<file path="src/rtl/stopwatch_core_if.sv">
// Control and display signal bundle between a stopwatch front panel and stopwatch_core.
interface stopwatch_core_if;
  logic        run_md;
  logic        disp_md;
  logic        clr_on;
  logic [15:0] disp_data;
  logic        tick_cs;
  logic        ovf;

  modport master (
    output run_md,
    output disp_md,
    output clr_on,
    input  disp_data,
    input  tick_cs,
    input  ovf
  );

  modport slave (
    input  run_md,
    input  disp_md,
    input  clr_on,
    output disp_data,
    output tick_cs,
    output ovf
  );
endinterface

</file>
<file path="src/rtl/stopwatch_core.sv">
// Centisecond stopwatch: prescaler, rippling BCD time-of-day counter (hh:mm:ss.cc),
// clear gating and a registered two-page 4-digit display.
module stopwatch_core #(
  parameter int DIV = 1000000
) (
  input  logic           clk,
  input  logic           rst,
  stopwatch_core_if.slave sw
);

  localparam int PW = $clog2(DIV);
  localparam logic [PW-1:0] PRESC_MAX = PW'(DIV - 1);

  // {carry_out, next_digit}: advance one BCD digit that wraps to 0 after lim
  function automatic logic [4:0] bcd_step(input logic [3:0] digit,
                                          input logic [3:0] lim,
                                          input logic       cin);
    logic [4:0] res;
    if (!cin) begin
      res = {1'b0, digit};
    end else if (digit >= lim) begin
      res = {1'b1, 4'd0};
    end else begin
      res = {1'b0, digit + 4'd1};
    end
    return res;
  endfunction

  logic [PW-1:0] presc_r;
  logic [31:0]   time_r;      // {hr_t, hr_u, min_t, min_u, sec_t, sec_u, cs_t, cs_u}
  logic [31:0]   time_nxt_s;
  logic [15:0]   disp_r;
  logic          tick_r;
  logic          ovf_r;
  logic          clear_s;
  logic          tick_s;
  logic          wrap_s;
  logic [3:0]    hr_u_lim_s;
  logic [4:0]    cu_s, ct_s, su_s, st_s, mu_s, mt_s, hu_s, ht_s;

  assign clear_s = sw.clr_on & ~sw.run_md;
  assign tick_s  = sw.run_md & ~clear_s & (presc_r == PRESC_MAX);

  // Hours units wrap at 3 once the tens digit reaches 2, giving 23 -> 00
  assign hr_u_lim_s = (time_r[31:28] >= 4'd2) ? 4'd3 : 4'd9;

  assign cu_s = bcd_step(time_r[3:0],   4'd9,       1'b1);
  assign ct_s = bcd_step(time_r[7:4],   4'd9,       cu_s[4]);
  assign su_s = bcd_step(time_r[11:8],  4'd9,       ct_s[4]);
  assign st_s = bcd_step(time_r[15:12], 4'd5,       su_s[4]);
  assign mu_s = bcd_step(time_r[19:16], 4'd9,       st_s[4]);
  assign mt_s = bcd_step(time_r[23:20], 4'd5,       mu_s[4]);
  assign hu_s = bcd_step(time_r[27:24], hr_u_lim_s, mt_s[4]);
  assign ht_s = bcd_step(time_r[31:28], 4'd2,       hu_s[4]);

  assign time_nxt_s = {ht_s[3:0], hu_s[3:0], mt_s[3:0], mu_s[3:0],
                       st_s[3:0], su_s[3:0], ct_s[3:0], cu_s[3:0]};
  assign wrap_s     = ht_s[4];

  // Prescaler: counts while running, holds while paused, zeroed by clear
  always_ff @(posedge clk or negedge rst) begin
    if (!rst) begin
      presc_r <= '0;
    end else if (clear_s) begin
      presc_r <= '0;
    end else if (sw.run_md) begin
      if (presc_r == PRESC_MAX) begin
        presc_r <= '0;
      end else begin
        presc_r <= presc_r + PW'(1);
      end
    end else begin
      presc_r <= presc_r;
    end
  end

  // Time digits: the whole carry chain resolves in one tick cycle
  always_ff @(posedge clk or negedge rst) begin
    if (!rst) begin
      time_r <= 32'd0;
    end else if (clear_s) begin
      time_r <= 32'd0;
    end else if (tick_s) begin
      time_r <= time_nxt_s;
    end else begin
      time_r <= time_r;
    end
  end

  // Tick and overflow pulses line up with the cycle showing the new time
  always_ff @(posedge clk or negedge rst) begin
    if (!rst) begin
      tick_r <= 1'b0;
      ovf_r  <= 1'b0;
    end else begin
      tick_r <= tick_s;
      ovf_r  <= tick_s & wrap_s;
    end
  end

  // Display page register, one cycle behind the time digits
  always_ff @(posedge clk or negedge rst) begin
    if (!rst) begin
      disp_r <= 16'd0;
    end else if (sw.disp_md) begin
      disp_r <= time_r[31:16];
    end else begin
      disp_r <= time_r[15:0];
    end
  end

  assign sw.disp_data = disp_r;
  assign sw.tick_cs   = tick_r;
  assign sw.ovf       = ovf_r;

endmodule

</file>
<file path="src/flat_wrapper.sv">
// flat-port wrapper written by rule: the top's interface ports become plain ports
module stopwatch_core_flat 
#(
  parameter int DIV = 1000000
)
  (clk, rst, sw_run_md, sw_disp_md, sw_clr_on, sw_disp_data, sw_tick_cs, sw_ovf);
  stopwatch_core_if sw_i ();
  input  logic clk;
  input  logic rst;
  input wire logic [$bits(sw_i.run_md)-1:0] sw_run_md;
  input wire logic [$bits(sw_i.disp_md)-1:0] sw_disp_md;
  input wire logic [$bits(sw_i.clr_on)-1:0] sw_clr_on;
  output wire logic [$bits(sw_i.disp_data)-1:0] sw_disp_data;
  output wire logic [$bits(sw_i.tick_cs)-1:0] sw_tick_cs;
  output wire logic [$bits(sw_i.ovf)-1:0] sw_ovf;
  assign sw_i.run_md = sw_run_md;
  assign sw_i.disp_md = sw_disp_md;
  assign sw_i.clr_on = sw_clr_on;
  assign sw_disp_data = sw_i.disp_data;
  assign sw_tick_cs = sw_i.tick_cs;
  assign sw_ovf = sw_i.ovf;
  stopwatch_core #(.DIV(DIV)) u_core (.clk(clk), .rst(rst), .sw(sw_i));
endmodule
</file>
<file path="config.mk">
export PLATFORM = sky130hd
export DESIGN_NAME = stopwatch_core_flat
export DESIGN_NICKNAME = d
export VERILOG_FILES = /design/src/rtl/stopwatch_core_if.sv /design/src/rtl/stopwatch_core.sv /design/src/flat_wrapper.sv
export SDC_FILE = /design/constraint.sdc
export NUM_CORES = 1
export LEC_CHECK = 0
export ABC_CLOCK_PERIOD_IN_PS = 2200
export CELL_PAD_IN_SITES_DETAIL_PLACEMENT = 0
export CELL_PAD_IN_SITES_GLOBAL_PLACEMENT = 2
export CORE_UTILIZATION = 35
export CTS_CLUSTER_DIAMETER = 120
export DETAILED_ROUTE_END_ITERATION = 8
export PLACE_DENSITY = 0.73
export SLEW_MARGIN = 20
export SYNTH_ARGS = -nofsm -noshare
export SYNTH_HDL_FRONTEND = slang
export SYNTH_SLANG_ARGS = --single-unit
</file>
<file path="constraint.sdc">
create_clock -name clk -period 2.2 [get_ports clk]
set_input_delay 0.55 -clock clk [delete_from_list [all_inputs] [get_ports clk]]
set_output_delay 0.55 -clock clk [all_outputs]
set_load 0.005 [all_outputs]
</file>
### Yosys cells after proc, flatten, opt, wreduce, memory -nomap -nowiden

Index checks and enable logic that the tools add are counted.

| word-level totals | value |
|---|---|
| output and inout bits | 18 |
| input bits | 5 |
| register bits | 70 |

| operators by class | value |
|---|---|
| equal/unequal tests | 1 |
| $add $sub $neg | 9 |
| bitwise operators | 6 |
| reductions and logical operators | 16 |
| muxes and demuxes | 22 |
| magnitude comparators | 8 |

Operators by type and width:

| cell | number |
|---|---|
| 2-to-1 mux 5 bit | 15 |
| 2-to-1 mux 32 bit | 2 |
| 2-to-1 mux 20 bit | 3 |
| adder 4 x 1 -> 4 bit, second input constant | 8 |
| adder 20 x 1 -> 20 bit, second input constant | 1 |
| == test 20 bit, second input constant | 1 |
| nonzero test 2 bit | 9 |
| >= comparator 4 bit, second input constant | 4 |
| 2-to-1 mux 16 bit | 1 |
| AND reduction 2 bit | 7 |
| >= comparator 4 x 3 -> 1 bit, second input constant | 2 |
| bitwise AND 1 bit | 4 |
| >= comparator 4 x 2 -> 1 bit, second input constant | 1 |
| >= comparator 4 bit | 1 |
| 2-to-1 mux 4 bit | 1 |
| NOT 1 bit | 2 |

### Depth between registers and ports, before layout

Gate-level depths: netlist of run 1.

| depth | value |
|---|---|
| word-level depth | 11 |
| mapped depth | 9 |

### Worst setup path after synthesis of run 1

No wires, ideal clock.

| timing path | value |
|---|---|
| path type | flip-flop to flip-flop |
| start | reg u_core.time_r[28] |
| end | reg u_core.time_r[31] |
| data arrival time | 2,240 ps |
| buffers on the path | 0 |
| period minus slack after synthesis | 2,360 ps |
| stages on the path, launching flop included | 10 |
| data required time | 2,080 ps |
| setup slack | -160 ps |
| setup time | 120 ps |
| cell sequence | dfrtp_1 -> inv_1 -> ha_1 -> nor4_1 -> inv_1 -> ha_1 -> o21ai_0 -> o21a_1 -> nand3b_4 -> and3_1 |

| between the ends | value |
|---|---|
| word-level cells in the longest chain between the ends | 7 |

RTL lines:

| element | RTL line | RTL |
|---|---|---|
| start: declaration | stopwatch_core.sv:30 | `logic [31:0] time_r;` |
| start signal: assignment | stopwatch_core.sv:84 | `time_r <= time_nxt_s;` |
| start signal: assignment | stopwatch_core.sv:86 | `time_r <= time_r;` |
| >= comparator 4 x 2 -> 1 bit | stopwatch_core.sv:21, stopwatch_core.sv:45 |  |
| 2-to-1 mux 4 bit | stopwatch_core.sv:45 | `assign hr_u_lim_s = (time_r[31:28] >= 4'd2) ? 4'd3 : 4'd9;` |
| >= comparator 4 bit | stopwatch_core.sv:21 | `end else if (digit >= lim) begin` |
| 2-to-1 mux 5 bit | stopwatch_core.sv:21 |  |
| 2-to-1 mux 5 bit | stopwatch_core.sv:19 | `if (!cin) begin` |
| nonzero test 2 bit (no line) | -- |  |
| AND reduction 2 bit (no line) | -- |  |

Parallel ways exist; a longest one is shown, timed or not. The select of a mux whose other input is x is not followed.
A chain may end at the register's enable or synchronous reset.

### Final worst setup path of run 1

| timing path | value |
|---|---|
| start | reg u_core.time_r[1] |
| end | reg u_core.time_r[18] |

| between the ends | value |
|---|---|
| word-level cells in the longest chain between the ends | 7 |

RTL lines:

| element | RTL line |
|---|---|
| >= comparator 4 bit | stopwatch_core.sv:21 |
| 2-to-1 mux 5 bit | stopwatch_core.sv:21 |
| 2-to-1 mux 5 bit (3 in series) | stopwatch_core.sv:19 |
| nonzero test 2 bit (no line) | -- |
| AND reduction 2 bit (no line) | -- |

Every way passes these cells. The select of a mux whose other input is x is not followed.

==> results of run 1 <==
[flip-flops by register name (all words and copies together) (netlist names)]
signal,count
u_core.sw.tick_cs,1
u_core.sw.disp_data,16
u_core.sw.ovf,1
u_core.time_r,32
u_core.presc_r,20
[through the flow]
stage,power [mW],setup slack [ns],hold slack [ns],cell area [µm²],std cells
floorplan,1.40,0.0575,0.254,3890,397
global placement,1.49,-0.0982,0.527,4610,591
detailed placement,1.49,-0.150,0.528,4610,591
CTS,2.58,0.0280,0.169,4820,607
global route,2.65,-0.0169,0.180,4850,609
finish,2.54,0.132,0.146,4850,609
[cell families after synthesis]
group	Yosys count	share of synthesized area, %
mux	14	3.81
compound gates	98	16.0
buf+inv	38	4.01
simple gates	152	23.0
flops	70	45.2
xor+xnor	2	0.452
fa+ha+maj	23	7.43
[layer usage]
layer  vias up  GRT usage, %  share of wire [%]  wire [µm]
met4         0          6.65                2.1        207
met5         -             0                  0          0
met1      1564          24.9                 49       4770
met3        13          3.28                2.1        198
li1       1590             -                  -          -
met2        34          28.6                 46       4480
[report_power, final]
part / internal [mW] / switching [mW]
clock: 0.585 / 0.488
sequential: 1.30 / 0.0149
combinational: 0.0613 / 0.0922
[layout make-up]
class                           count  share of cell area, %
Clock buffer                       13                   3.27
Inverter                           25                   1.93
Timing Repair Buffer               69                   12.8
Multi-Input combinational cell    289                   41.4
Tap cell                          140                   3.61
Sequential cell                    70                   36.1
Clock inverter                      3                  0.877
[worst paths after layout]
| kind | endpoint | slack, ns | cells after the start |
|---|---|---|---|
| worst max-delay path | u_core.time_r[18]$_DFFE_PN0P_ | 0.13 | 7 |
| worst min-delay path | u_core.sw.disp_data[13]$_DFF_PN0_ | 0.15 | 1 |
| worst max register to register | u_core.time_r[18]$_DFFE_PN0P_ | 0.13 | 7 |
| worst min register to register | u_core.presc_r[16]$_DFFE_PN0P_ | 0.54 | 1 |
| max in group asynchronous | u_core.sw.disp_data[4]$_DFF_PN0_ | 1.48 | 2 |
| min in group clk | u_core.presc_r[16]$_DFFE_PN0P_ | 0.54 | 1 |
[cells in the mapped netlist (7+ instances only)]
| master | count | area share, % |
|---|---|---|
| sky130_fd_sc_hd__nand4_1 | 10 | 1.6 |
| sky130_fd_sc_hd__inv_1 | 25 | 2.4 |
| sky130_fd_sc_hd__mux2i_1 | 8 | 2.1 |
| sky130_fd_sc_hd__o21ai_0 | 29 | 3.7 |
| sky130_fd_sc_hd__nand2_1 | 42 | 4.1 |
| sky130_fd_sc_hd__ha_1 | 23 | 7.4 |
| sky130_fd_sc_hd__a31oi_1 | 9 | 1.5 |
| sky130_fd_sc_hd__a21oi_1 | 23 | 3.0 |
| sky130_fd_sc_hd__clkbuf_1 | 8 | 0.78 |
| sky130_fd_sc_hd__nor2_1 | 16 | 1.6 |
| sky130_fd_sc_hd__nand2b_1 | 9 | 1.5 |
| sky130_fd_sc_hd__nor3_1 | 7 | 0.90 |
| sky130_fd_sc_hd__nand3_1 | 20 | 2.6 |
| sky130_fd_sc_hd__dfrtp_1 | 70 | 45 |
[repair_timing]
action                                  4_1_cts  5_1_grt
buffers inserted                              0        2
hold endpoints to repair                      0        0
endpoints found under the setup margin        1       14
resized for setup                             1        7
pin swaps                                     0        3
==> flow_summary.toml, run 1 <==
[yosys]
synthesis.yosys.warnings = 0
ys_ff_latch = 70
syn-mean-instance-area_um2 = 9.75
post_synth_edffs = 0
synth_area_mm2 = 0.00387
ys_types = 59
async_reset_ff_share_pct = 100
seq_area_frac_synth_pct = 45.2
synth_top_flop_cell = "sky130_fd_sc_hd__dfrtp_1"
synth_fp_nets = 425
synth_cells = 397

[critical_path]
worst_path_required_time_ns = 2.49
r2r-start = "u_core.time_r[1]$_DFFE_PN0P_"
end_kind = "register"
worstSetupStartpoint = "u_core.time_r[1]$_DFFE_PN0P_"
timing.critical_path.slowest_stage_cell = "sky130_fd_sc_hd__or4_1"
timing.critical_path.buf_inv = 1
worst-endpoint-arrival_ns = 2.35
cpPeakStageDelay_ns = 0.49
crit_family = "simple AND/OR/NAND/NOR gates"
critPathMaxFanout = 7
element_type_at_the_critical_path_start = "register"
worst-setup-path-type = "reg -> reg"
crit_chain = "inv_1 > ha_1 > or3b_4 > and4_2 > nand4_4 > or4_1 > a21oi_1"

[clock_network]
clock_path_buffers = 2
clk_pin_slew_worst_paths_ns = 0.07
cts-htree-levels = 3
cts_tree = "done"
clock_sinks = 70
clock_tree_root_driver_cell = "sky130_fd_sc_hd__clkbuf_8"
ctsHoldBuffers = 0
cts_inserted_buffers = 9
clk_latency_ns = 0.36

[floorplanning]
std_cell_rows = 38
die_area_mm2 = 0.0115
floorplan.io_pins = 23
die_height_um = 107
die-width_um = 107
initial_core_util_pct = 35.9
core-area_mm2 = 0.0108

[layout]
commonest_non_fill_non_tap_cell_in_the_layout = "sky130_fd_sc_hd__dfrtp_1"
flow.area_growth_from_synthesis_pct = 25.3
final_cell_mix = "sky130_fd_sc_hd__dfrtp_1, sky130_fd_sc_hd__buf_4, sky130_fd_sc_hd__nand2_1"
finish.utilization_pct = 45.0
num_antenna_cells = 0
seq_area_mm2 = 0.00175
fin_nets = 492
multiInputGateArea_mm2 = 0.00201
ratio_of_cells_with_drive_above_1_in_the_final_layout_pct = 19.8
fillers = 1083

[drt]
vias = 3201
avgRoutedWirePerCell_um = 15.9
route.antenna.remaining_nets = 0
detail_route.first_pass.iterations = 4
drt-initial-drc-count = 130
route.detailed.vias_per_inst = 5.26
drt-total-wl_um = 9660
route.detailed.drc = 0

[sta]
fin_tns_setup_ns = 0
final-setup-viol-count = 0
worst_slew_pin_slew_ns = 0.932
post-route-min-period_ns = 2.07
hold_viol_final = 0
rsz0062_at_grt = "true"
clock_skew_ns = 0.00846
slew-limit-headroom_pct = 37.6
timing.final.max_slew_violations = 0
timing.final.crit_share_pct = 94.0
maximum_clock_frequency_ghz = 0.484

[placed_design]
globalplace.congestion = 0.778
hpwlAfterDp_um = 7100
placement.io_buffers = 22

[run_status]
result_of_the_run = "complete, no violations"

[worst_hold_path]
hold_path.class = "in -> async"

[flow_run]
timing.max_cap.violations = 0

[global_routing]
grt.total_usage_pct = 18.2
grt_start_max_net_pins = 38
grt_antenna_before_repair = 0
vias_in_the_first_global_route = 3090
grt_first_pass_wirelength_um = 15900
global_route.overflow_total = 0

[power_and_ir_drop]
leakagePower_nw = 2.21
ir_worst_vdd_v = 0.000222
power.density_cell_area_mw_per_mm2 = 523
Power figures use the tool's default switching activity.
==> inputs of run 2 (changes only) <==
--- a/config.mk
+++ b/config.mk
@@ -5,13 +5,14 @@
 export SDC_FILE = /design/constraint.sdc
 export NUM_CORES = 1
 export LEC_CHECK = 0
-export ABC_CLOCK_PERIOD_IN_PS = 2200
-export CELL_PAD_IN_SITES_DETAIL_PLACEMENT = 0
-export CELL_PAD_IN_SITES_GLOBAL_PLACEMENT = 2
-export CORE_UTILIZATION = 35
+export ABC_CLOCK_PERIOD_IN_PS = 2500
+export CELL_PAD_IN_SITES_DETAIL_PLACEMENT = 1
+export CELL_PAD_IN_SITES_GLOBAL_PLACEMENT = 1
+export CORE_UTILIZATION = 50
 export CTS_CLUSTER_DIAMETER = 120
 export DETAILED_ROUTE_END_ITERATION = 8
-export PLACE_DENSITY = 0.73
+export GPL_TIMING_DRIVEN = 0
+export PLACE_DENSITY = 0.81
 export SLEW_MARGIN = 20
 export SYNTH_ARGS = -nofsm -noshare
 export SYNTH_HDL_FRONTEND = slang
==> constraint.sdc (replaced) <==
create_clock -name clk -period 2.5 [get_ports clk]
set_input_delay 0.625 -clock clk [delete_from_list [all_inputs] [get_ports clk]]
set_output_delay 0.625 -clock clk [all_outputs]
set_load 0.005 [all_outputs]
==> run 2 against run 1 <==
  * Final area shrank 8.2%
  * Maximum frequency shrank 13%
  * Count of clock-buffer cells in the layout stayed put
  * Via count increased by 1.7%
  * Critical path type unchanged
  * Largest cell class unchanged
  * Largest power group unchanged
  * Highest routed layer unchanged
==> flow_summary.toml, run 2 (synthesis results as in run 1) <==
[critical_path]
cpPeakStageDelay_ns = 0.59
element_type_at_the_critical_path_start = "register"
critPathMaxFanout = 10
worst-endpoint-arrival_ns = 2.63
worst_path_required_time_ns = 2.76
crit_family = "compound AO/OA/AOI/OAI gates"
worst-setup-path-type = "reg -> reg"
timing.critical_path.slowest_stage_cell = "sky130_fd_sc_hd__a21oi_1"
end_kind = "register"
crit_chain = "inv_1 > ha_1 > nand2b_1 > a21oi_1 > nor4_2 > buf_2 > a21o_1 > o221ai_1"
timing.critical_path.buf_inv = 2

[drt]
route.detailed.drc = 0
avgRoutedWirePerCell_um = 19.5
detail_route.first_pass.iterations = 4
route.antenna.remaining_nets = 0
drt-total-wl_um = 10400
vias = 3257
route.detailed.vias_per_inst = 6.10
drt-initial-drc-count = 190

[layout]
max_flop_register = "u_core.time_r"
commonest_non_fill_non_tap_cell_in_the_layout = "sky130_fd_sc_hd__dfrtp_1"
fin_nets = 458
ratio_of_cells_with_drive_above_1_in_the_final_layout_pct = 10.6
flip_flop_count_of_the_largest_register_after_layout = 32
flow.area_growth_from_synthesis_pct = 15.0
final_cell_mix = "sky130_fd_sc_hd__dfrtp_1, sky130_fd_sc_hd__nand2_1, sky130_fd_sc_hd__o21ai_0"
num_antenna_cells = 0

[sta]
post-route-min-period_ns = 2.37
maximum_clock_frequency_ghz = 0.422
timing.final.crit_share_pct = 94.7
postLayoutSetupSlackWorst_ns = 0.133
rsz0062_at_grt = "false"
slew-limit-headroom_pct = 52.2
final-setup-viol-count = 0
clock_skew_ns = 0.00768
timing.final.max_slew_violations = 0
hold_viol_final = 0
worst_slew_pin_slew_ns = 0.717

[power_and_ir_drop]
intPower_mw = 1.69
p_total_mw = 2.22
clockPowerShare_pct = 42.8
ir_worst_vdd_v = 0.000234
leakagePower_nw = 1.98
power.combinational.fraction_pct = 4.9
net-switching-power_uw = 533
switching_share_pct = 24.0
p_seq_share_pct = 52.3
power.density_cell_area_mw_per_mm2 = 499

[clock_network]
clock_tree_root_driver_cell = "sky130_fd_sc_hd__clkbuf_8"
clock_path_buffers = 2
cts_tree = "done"
clk_latency_ns = 0.35
cts-htree-levels = 3
ctsHoldBuffers = 0
cts_inserted_buffers = 9
clock_sinks = 70
clk_pin_slew_worst_paths_ns = 0.08

[floorplanning]
std_cell_rows = 31
die_height_um = 90.0
floorplan.io_pins = 23
die_area_mm2 = 0.00810
die-width_um = 90.0
initial_core_util_pct = 52.5
core-area_mm2 = 0.00737

[flow_run]
timing.max_cap.violations = 0

[global_routing]
global_route.overflow_total = 0
grt_antenna_before_repair = 0
grt_first_pass_wirelength_um = 17700
grt_start_max_net_pins = 50
vias_in_the_first_global_route = 3517
grt.total_usage_pct = 27.7

[placed_design]
globalplace.congestion = 0.815
dpl_worst_slack_ns = -0.299
hpwlAfterDp_um = 7550
placement.io_buffers = 21

[run_status]
result_of_the_run = "complete, no violations"

[worst_hold_path]
hold_path.class = "in -> async"
==> run 2: cell types whose count changed in the layout (fill, tap and decap cells not counted), moves of 2 or more <==
cell / previous run / this run
sky130_fd_sc_hd__inv_1: 23 / 25
sky130_fd_sc_hd__buf_4: 44 / 1
sky130_fd_sc_hd__buf_2: 0 / 3
sky130_fd_sc_hd__buf_12: 4 / 0
sky130_fd_sc_hd__clkbuf_1: 2 / 10
sky130_fd_sc_hd__inv_2: 2 / 0
==> run 2: layout make-up <==
cell class	instances	area [µm²]
Clock buffer	13	159
Tap cell	99	124
Multi-Input combinational cell	289	1990
Fill cell	833	2920
Clock inverter	3	42.5
Inverter	25	93.8
Sequential cell	70	1750
Buffer	13	61.3
Timing Repair Buffer	22	235
==> run 2: through the flow <==
step	util [%]	instances	hold WS [ns]	setup TNS (ns)	instance area [µm²]
2_1_floorplan	-	397	0.329	0	3870
3_3_place_gp	57.1	517	0.509	-116.03	4210
3_5_place_dp	57.4	518	0.535	-2.86	4230
4_1_cts	60.4	534	0.161	0	4450
5_1_grt	60.4	534	0.177	0	4450
6_report	60.4	534	0.165	0	4450
==> run 2: final timing paths <==
check                                          startpoint                             end  slack (ns)  cells past startpoint
max                         u_core.time_r[13]$_DFFE_PN0P_   u_core.time_r[27]$_DFFE_PN0P_        0.13                      8
min                                                   rst   u_core.time_r[30]$_DFFE_PN0P_        0.16                      1
min in group clk           u_core.presc_r[16]$_DFFE_PN0P_  u_core.presc_r[16]$_DFFE_PN0P_        0.54                      1
min reg2reg                u_core.presc_r[16]$_DFFE_PN0P_  u_core.presc_r[16]$_DFFE_PN0P_        0.54                      1
max reg2reg                 u_core.time_r[13]$_DFFE_PN0P_   u_core.time_r[27]$_DFFE_PN0P_        0.13                      8
max in group asynchronous                             rst  u_core.presc_r[15]$_DFFE_PN0P_        1.79                      2
==> run 2: per-layer routing <==
metal / wire (µm) / GRT usage (%)
met5: 0 / 0
met4: 306 / 14.7
met3: 349 / 3.81
met2: 5390 / 48.6
met1: 4400 / 33.0
==> run 2: power by group through the flow <==
stage               sequential (mW)  clock (mW)  combinational [mW]
floorplan                      1.18           0              0.0525
global placement               1.18           0               0.102
detailed placement             1.18           0               0.110
CTS                            1.16       0.966               0.110
global route                   1.17        1.01               0.121
finish                         1.16       0.952               0.108
==> run 2: repair_timing <==
action / 4_1_cts / 5_1_grt
pin swaps: 0 / 1
resized for setup: 2 / 1
buffers inserted: 0 / 0
gates cloned: 0 / 0
setup endpoints to repair: 9 / 8
